### src/rtl/mips_multicycle_ctrl.sv
// -----------------------------------------------------------------------------
// mips_multicycle_ctrl
//
// Main control FSM for a multicycle MIPS datapath. It sequences fetch, decode,
// execute, memory access and writeback over a shared ALU. It drives the ALU
// operation code, the operand selects and every datapath enable. A memory-ready
// handshake stalls the machine in the states that touch the unified memory.
//
// Ports
//   clk         in   system clock, rising-edge active
//   rst_n       in   asynchronous active-low reset (state -> FETCH)
//   Opcode[5:0] in   IR[31:26]
//   Funct[5:0]  in   IR[5:0]
//   Zero        in   ALU zero flag, used only in BRANCH
//   MemReady    in   memory access completes this cycle
//   IorD        out  memory address select (0 PC, 1 ALUOut)
//   MemWrite    out  memory write strobe
//   IRWrite     out  instruction register load
//   RegDst      out  register write address (0 rt, 1 rd)
//   MemtoReg    out  register write data (0 ALUOut, 1 Data)
//   RegWrite    out  register file write enable
//   ALUSrcA     out  ALU A operand (0 PC, 1 regA)
//   ALUSrcB[1:0]out  ALU B operand (00 regB, 01 4, 10 SignImm, 11 SignImm<<2)
//   ALUControl[2:0] out ALU operation (010 add, 110 sub, 000 and, 001 or, 111 slt)
//   PCSrc[1:0]  out  next-PC select (00 ALUResult, 01 ALUOut, 10 jump target)
//   PCEn        out  PC load enable = PCWrite | (Branch & Zero)
//   Illegal     out  one-cycle pulse in DECODE on unsupported opcode/funct
//   State[3:0]  out  current state, for debug
// -----------------------------------------------------------------------------
module mips_multicycle_ctrl #(
  parameter logic [3:0] RESET_STATE = 4'd0
) (
  input  logic       clk,
  input  logic       rst_n,
  input  logic [5:0] Opcode,
  input  logic [5:0] Funct,
  input  logic       Zero,
  input  logic       MemReady,
  output logic       IorD,
  output logic       MemWrite,
  output logic       IRWrite,
  output logic       RegDst,
  output logic       MemtoReg,
  output logic       RegWrite,
  output logic       ALUSrcA,
  output logic [1:0] ALUSrcB,
  output logic [2:0] ALUControl,
  output logic [1:0] PCSrc,
  output logic       PCEn,
  output logic       Illegal,
  output logic [3:0] State
);

  typedef enum logic [3:0] {
    S_FETCH    = 4'd0,
    S_DECODE   = 4'd1,
    S_MEMADR   = 4'd2,
    S_MEMREAD  = 4'd3,
    S_MEMWB    = 4'd4,
    S_MEMWRITE = 4'd5,
    S_EXECUTE  = 4'd6,
    S_ALUWB    = 4'd7,
    S_BRANCH   = 4'd8,
    S_ADDIEX   = 4'd9,
    S_ADDIWB   = 4'd10,
    S_JUMP     = 4'd11
  } state_e;

  // Opcodes
  localparam logic [5:0] OP_RTYPE = 6'b000000;
  localparam logic [5:0] OP_LW    = 6'b100011;
  localparam logic [5:0] OP_SW    = 6'b101011;
  localparam logic [5:0] OP_BEQ   = 6'b000100;
  localparam logic [5:0] OP_ADDI  = 6'b001000;
  localparam logic [5:0] OP_J     = 6'b000010;

  // R-type function codes
  localparam logic [5:0] FN_ADD = 6'b100000;
  localparam logic [5:0] FN_SUB = 6'b100010;
  localparam logic [5:0] FN_AND = 6'b100100;
  localparam logic [5:0] FN_OR  = 6'b100101;
  localparam logic [5:0] FN_SLT = 6'b101010;

  // ALU operation codes
  localparam logic [2:0] ALU_ADD = 3'b010;
  localparam logic [2:0] ALU_SUB = 3'b110;
  localparam logic [2:0] ALU_AND = 3'b000;
  localparam logic [2:0] ALU_OR  = 3'b001;
  localparam logic [2:0] ALU_SLT = 3'b111;

  // Operand select codes
  localparam logic [1:0] SRCB_REG  = 2'b00;
  localparam logic [1:0] SRCB_FOUR = 2'b01;
  localparam logic [1:0] SRCB_IMM  = 2'b10;
  localparam logic [1:0] SRCB_IMM2 = 2'b11;

  localparam logic [1:0] PCSRC_ALU  = 2'b00;
  localparam logic [1:0] PCSRC_OUT  = 2'b01;
  localparam logic [1:0] PCSRC_JUMP = 2'b10;

  // True for the R-type function codes this controller can execute.
  function automatic logic funct_supported(input logic [5:0] fn);
    logic ok;
    case (fn)
      FN_ADD, FN_SUB, FN_AND, FN_OR, FN_SLT: ok = 1'b1;
      default:                               ok = 1'b0;
    endcase
    return ok;
  endfunction

  // ALU operation for an R-type function code; add for anything unknown.
  function automatic logic [2:0] alu_for_funct(input logic [5:0] fn);
    logic [2:0] op;
    case (fn)
      FN_ADD:  op = ALU_ADD;
      FN_SUB:  op = ALU_SUB;
      FN_AND:  op = ALU_AND;
      FN_OR:   op = ALU_OR;
      FN_SLT:  op = ALU_SLT;
      default: op = ALU_ADD;
    endcase
    return op;
  endfunction

  state_e state_q;
  state_e state_d;
  logic   pc_write_s;
  logic   branch_s;

  // State register, cleared asynchronously to the reset state.
  always_ff @(posedge clk or negedge rst_n) begin
    if (!rst_n) begin
      state_q <= state_e'(RESET_STATE);
    end else begin
      state_q <= state_d;
    end
  end

  // Next-state and Moore/Mealy output decode.
  always_comb begin
    state_d    = S_FETCH;
    IorD       = 1'b0;
    MemWrite   = 1'b0;
    IRWrite    = 1'b0;
    RegDst     = 1'b0;
    MemtoReg   = 1'b0;
    RegWrite   = 1'b0;
    ALUSrcA    = 1'b0;
    ALUSrcB    = SRCB_REG;
    ALUControl = ALU_ADD;
    PCSrc      = PCSRC_ALU;
    Illegal    = 1'b0;
    pc_write_s = 1'b0;
    branch_s   = 1'b0;

    case (state_q)
      S_FETCH: begin
        // PC+4 computed every cycle; IR and PC only commit when memory is ready.
        ALUSrcB    = SRCB_FOUR;
        IRWrite    = MemReady;
        pc_write_s = MemReady;
        if (MemReady) begin
          state_d = S_DECODE;
        end else begin
          state_d = S_FETCH;
        end
      end

      S_DECODE: begin
        // Speculatively compute the branch target into ALUOut.
        ALUSrcB = SRCB_IMM2;
        case (Opcode)
          OP_LW, OP_SW: state_d = S_MEMADR;
          OP_RTYPE: begin
            if (funct_supported(Funct)) begin
              state_d = S_EXECUTE;
            end else begin
              state_d = S_FETCH;
              Illegal = 1'b1;
            end
          end
          OP_BEQ:  state_d = S_BRANCH;
          OP_ADDI: state_d = S_ADDIEX;
          OP_J:    state_d = S_JUMP;
          default: begin
            state_d = S_FETCH;
            Illegal = 1'b1;
          end
        endcase
      end

      S_MEMADR: begin
        ALUSrcA = 1'b1;
        ALUSrcB = SRCB_IMM;
        // Only lw and sw reach this state, so anything not lw is a store.
        if (Opcode == OP_LW) begin
          state_d = S_MEMREAD;
        end else begin
          state_d = S_MEMWRITE;
        end
      end

      S_MEMREAD: begin
        IorD = 1'b1;
        if (MemReady) begin
          state_d = S_MEMWB;
        end else begin
          state_d = S_MEMREAD;
        end
      end

      S_MEMWB: begin
        MemtoReg = 1'b1;
        RegWrite = 1'b1;
        state_d  = S_FETCH;
      end

      S_MEMWRITE: begin
        // Strobe is held for the whole access, not gated by MemReady.
        IorD     = 1'b1;
        MemWrite = 1'b1;
        if (MemReady) begin
          state_d = S_FETCH;
        end else begin
          state_d = S_MEMWRITE;
        end
      end

      S_EXECUTE: begin
        ALUSrcA    = 1'b1;
        ALUSrcB    = SRCB_REG;
        ALUControl = alu_for_funct(Funct);
        state_d    = S_ALUWB;
      end

      S_ALUWB: begin
        RegDst   = 1'b1;
        RegWrite = 1'b1;
        state_d  = S_FETCH;
      end

      S_BRANCH: begin
        ALUSrcA    = 1'b1;
        ALUSrcB    = SRCB_REG;
        ALUControl = ALU_SUB;
        PCSrc      = PCSRC_OUT;
        branch_s   = 1'b1;
        state_d    = S_FETCH;
      end

      S_ADDIEX: begin
        ALUSrcA = 1'b1;
        ALUSrcB = SRCB_IMM;
        state_d = S_ADDIWB;
      end

      S_ADDIWB: begin
        RegWrite = 1'b1;
        state_d  = S_FETCH;
      end

      S_JUMP: begin
        PCSrc      = PCSRC_JUMP;
        pc_write_s = 1'b1;
        state_d    = S_FETCH;
      end

      default: begin
        // Unused encodings: all enables stay low, recover to FETCH.
        state_d = S_FETCH;
      end
    endcase

    // Zero only matters while branch_s is set, i.e. in BRANCH.
    PCEn = pc_write_s | (branch_s & Zero);
  end

  assign State = state_q;

endmodule

### config.mk
export PLATFORM = sky130hd
export DESIGN_NAME = mips_multicycle_ctrl
export DESIGN_NICKNAME = d
export VERILOG_FILES = /design/src/rtl/mips_multicycle_ctrl.sv
export SDC_FILE = /design/constraint.sdc
export NUM_CORES = 1
export LEC_CHECK = 0
export CAP_MARGIN = 20
export CORE_MARGIN = 4
export CORE_UTILIZATION = 33
export DETAILED_ROUTE_END_ITERATION = 7
export GPL_TIMING_DRIVEN = 0
export PLACE_DENSITY = 0.75
export SYNTH_ARGS = -nofsm -noshare
export SYNTH_HDL_FRONTEND = slang
export SYNTH_SLANG_ARGS = --single-unit
### constraint.sdc
create_clock -name clk -period 1.33 [get_ports clk]
set_clock_uncertainty 0.1 [all_clocks]
set_input_delay 0.133 -clock clk [delete_from_list [all_inputs] [get_ports clk]]
set_output_delay 0.133 -clock clk [all_outputs]
set_load 0.1 [all_outputs]
==> results.ini, run 1 <==
[yosys]
ys_types = 32
yosys.area_share.simple = 0.475
ys_seq_elements = 4
syn_area_per_cell_sq_um = 7.26
muxShareOfSynthArea = 0.0168
synth_compound_area_frac = 0.229
synth-edff-count = 0
syn-instance-count = 82
synth-xor-area-share = 0.0441
ys_warn_count = 0
synth_top_family_by_area = simple AND/OR/NAND/NOR gates
async_reset_ff_frac = 1.00
syn_area_sq_um = 596
synthFlopType = dfrtp_1
yosysSeqAreaShare = 0.168
synth_nets = 98
synthAdderAreaFrac = 0

[floorplanning]
rows = 15
ios = 36
dieHeight_um = 50.5
initial_core_util = 0.345
die_x_um = 50.5

[clock_network]
numCtsBuffers = 3
clockBufferDepth = 2
numClockSinks = 4
root_buffer = clkbuf_4
h-tree-depth = 1

[placement]
detailed_place_hpwl_um = 1570
place.gp.congestion = 0.792
dp_cells = 142
portBuffers = 35

[run_status]
failed_stage = 5_1_grt
status = aborted with a tool error
error = [ERROR DPL-0038] Utilization greater than 100%, impossible to legalize

[timing]
postGrtWorstEndpoint = ALUControl[1]
endpoint_type = top-level output

[grt]
antenna_found_initial = 1
grt_start_max_net_pins = 11

## stage by stage
step | worst slack, ns | setup TNS [ns] | area [sq um] | utilization
floorplan | -1.07 | -12.00 | 773 | -
detailed placement | -1.76 | -23.02 | 1150 | 0.669
CTS | -0.666 | -8.00 | 1530 | 0.888
global placement | -1.75 | -22.60 | 1150 | 0.669
## what timing repair did
item,CTS
buffers inserted,10
hold buffers,1
pin swaps,8
cloned,1
endpoints found under the setup margin,24
endpoints found under the hold margin,4
resized for setup,189
## logic make-up after synthesis
| logic type | after synthesis |
|---|---|
| muxes | 1 |
| and+or+nand+nor | 50 |
| AOI/OAI and AO/OA | 19 |
| xor gates and xnor gates | 3 |
| buffers and inverters | 5 |
| DFF | 4 |
## synth_stat cells (all sizes together) (2+ instances only)
library cell | count | area, sq um
nor2 | 10 | 37.5
nor3 | 8 | 56.3
nand2b | 11 | 68.8
xor2 | 2 | 17.5
o21ai | 6 | 30.0
o211ai | 2 | 15.0
clkbuf | 2 | 21.3
nand3 | 2 | 10.0
a21oi | 3 | 15.0
and2b | 2 | 17.5
o21bai | 2 | 15.0
buf | 2 | 15.0
dfrtp | 4 | 100
nand2 | 8 | 30.0
or3 | 3 | 18.8
and3 | 2 | 12.5
==> run 2, diff against run 1 <==
--- a/config.mk
+++ b/config.mk
@@ -6,11 +6,11 @@
 export NUM_CORES = 1
 export LEC_CHECK = 0
 export CAP_MARGIN = 20
-export CORE_MARGIN = 4
-export CORE_UTILIZATION = 33
+export CORE_AREA = 4 4 65 67
 export DETAILED_ROUTE_END_ITERATION = 7
+export DIE_AREA = 0 0 69 71
 export GPL_TIMING_DRIVEN = 0
-export PLACE_DENSITY = 0.75
+export PLACE_DENSITY_LB_ADDON = 0.15
 export SYNTH_ARGS = -nofsm -noshare
 export SYNTH_HDL_FRONTEND = slang
 export SYNTH_SLANG_ARGS = --single-unit
==> constraint.sdc (replaced) <==
create_clock -name clk -period 1.7 [get_ports clk]
set_clock_uncertainty 0.1 [all_clocks]
set_input_delay 0.17 -clock clk [delete_from_list [all_inputs] [get_ports clk]]
set_output_delay 0.17 -clock clk [all_outputs]
set_load 0.1 [all_outputs]
==> run 2 against run 1 <==
Net effect:
- the flow now finishes, with violations (setup timing)
- area after synthesis is the same
- synthesized cell count is the same
==> results.ini, run 2 <==
[timing]
setup_slack_ns = -0.287
tightest_slew_ns = 0.956
finalMaxSlewViolations = 0
period_share = 1.17
rsz0062_at_grt = true
fmax_mhz = 503
period_minus_slack_ns = 1.99
slew_headroom = 0.365
tns_ns = -1.76
finalSetupViolCount = 12
finalHoldViolations = 0

[worst_setup_path]
crit_path_start_kind = register
worstPathMaxFanout = 5
cpPeakStageDelay_ns = 0.48
crit_path_end_kind = output port
cp_slowest_cell = dfrtp_4
worstPathArrival_ns = 1.72
path_cells = buf_12, nand2b_4, or3_4, nand2b_4, buf_12
crit_type = reg2out
cp.required_ns = 1.43

[clock_network]
path_clk_slew_ns = 0.03
numClockSinks = 4
cts.hold.buffers_added = 0
clock_latency_ns = 0.22
root_buffer = clkbuf_8
h-tree-depth = 1
cts_tree = built
numCtsBuffers = 3
clockBufferDepth = 2

[routing]
routed_wirelength_um = 2400
num_vias = 837
routed_via_density = 4.36
wl_per_cell_um = 12.5
post-route-drc-count = 0
ant_nets = 0
first_pass_iters = 4
drt_iter0_drc = 23

[yosys]
muxShareOfSynthArea = 0.0168
syn-instance-count = 82
synth-xor-area-share = 0.0441
ys_seq_elements = 4
synth_nets = 98
yosys.area.top_type = dfrtp_1
synthFlopType = dfrtp_1
synthAdderAreaFrac = 0
syn_area_sq_um = 596
ys_types = 32
yosys.area_share.simple = 0.475
synth_area_leaders = dfrtp_1, nand2b_1, nor2_1, nor3_1, o21ai_0
ys_warn_count = 0
syn_area_per_cell_sq_um = 7.26
async_reset_ff_frac = 1.00
synth_most_common_cell = nand2b_1
synth-edff-count = 0
synthTopCellsByCount = nand2b_1, nor2_1, nand2_1, nor3_1, o21ai_0
synth_top_area_share = 0.168
synth_compound_area_frac = 0.229
synth_top_family_by_area = simple AND/OR/NAND/NOR gates
yosysSeqAreaShare = 0.168

[grt]
grt.total_usage = 0.0943
grt_first_pass_wirelength_um = 3830
antenna_found_initial = 0
grt_overflow = 0
grt_start_max_net_pins = 11
grt_pass1_vias = 822

[floorplanning]
ios = 36
dieHeight_um = 71
core-area_sq_um = 3630
initial_core_util = 0.164
die_x_um = 69
rows = 22
die_area_sq_um = 4900

[finish]
final_cell_mix = buf_4, buf_12, clkdlybuf4s50_1
largest_register_ffs = 4
diodes = 0
final_core_util = 0.452
drive_gt1_frac = 0.632
nets = 162
area_growth_pct = 176
final_common_cell = buf_4
final_area_sq_um = 1640

[placement]
portBuffers = 35
place.gp.congestion = 0.724
placed_area_sq_um = 1180
pre_cts_ws_ns = -1.47
detailed_place_hpwl_um = 1710

[pwr]
powerDensity_nw_per_um2 = 730
power.total_mw = 1.20
p_leak_nw = 0.660
vdd.ir_drop.worst_v = 0.000261

[run_status]
status = complete, but fails checks
violations = setup timing

[hold_path]
hold_class = in2async

[run]
maxCapViolations = 0

-- run 2: path summary, 6_finish.rpt --
check | from | endpoint | slack [ns] | depth (start not counted)
max in group asynchronous | rst_n | State[3] | 1.24 | 1
worst max register to register | State[1] | State[0] | 0.15 | 6
worst min-delay path | rst_n | State[1] | 0.06 | 1
worst max-delay path | State[0] | ALUControl[1] | -0.29 | 5
min in group clk | Opcode[2] | State[3] | 0.47 | 4
worst min register to register | State[3] | State[0] | 0.48 | 1
-- run 2: layout make-up --
type                       instances  area (sq um)
inverter                           1          7.51
timing repair buffer              59           671
clock buffer                       3          41.3
tap                               48          60.1
multi-input combinational         73           674
sequential                         4           115
buffer                             4          75.1
fill                             380          1990
-- run 2: critical path: cells and delay by family (launching register included) --
kind,cells,cell delay (ns)
buffers and inverters,2,0.30
flip-flops,1,0.48
AND/OR/NAND/NOR,3,0.71
-- run 2: cells by family (layout without fill, tap and decap cells) --
kind of cell    Yosys count  count (layout)
xor+xnor                  3               3
flops                     4               4
simple gates             50              50
mux                       1               1
buf+inv                   5              67
compound gates           19              19
-- run 2: report_power, final --
group / leakage [nW] / switching (mW) / internal, mW
clock network: 0.0216 / 0.0460 / 0.151
logic: 0.591 / 0.518 / 0.360
registers: 0.0469 / 0.0145 / 0.111
total: 0.660 / 0.578 / 0.622
-- run 2: metrics by stage --
stage / hold WS, ns / std cells
after CTS: 0.0595 / 177
after detailed placement: 0.295 / 165
after global placement: 0.281 / 165
after floorplan: -0.226 / 82
final: 0.0615 / 192
after global routing: 0.0727 / 192
-- run 2: layer usage --
metal / share of wire / wire (um) / vias to the layer above / track usage
li1: - / - / 418 / -
met1: 0.40 / 955 / 384 / 0.111
met2: 0.53 / 1260 / 33 / 0.167
met3: 0.066 / 158 / 2 / 0.0213
met4: 0.0079 / 19 / 0 / 0.0325
met5: 0 / 0 / - / 0
-- run 2: timing repair --
item,4_1_cts,5_1_grt
setup endpoints to repair,20,14
setup buffers,9,16
pin swaps,4,7
gates resized for setup,157,19
Power figures use the tool's default switching activity.
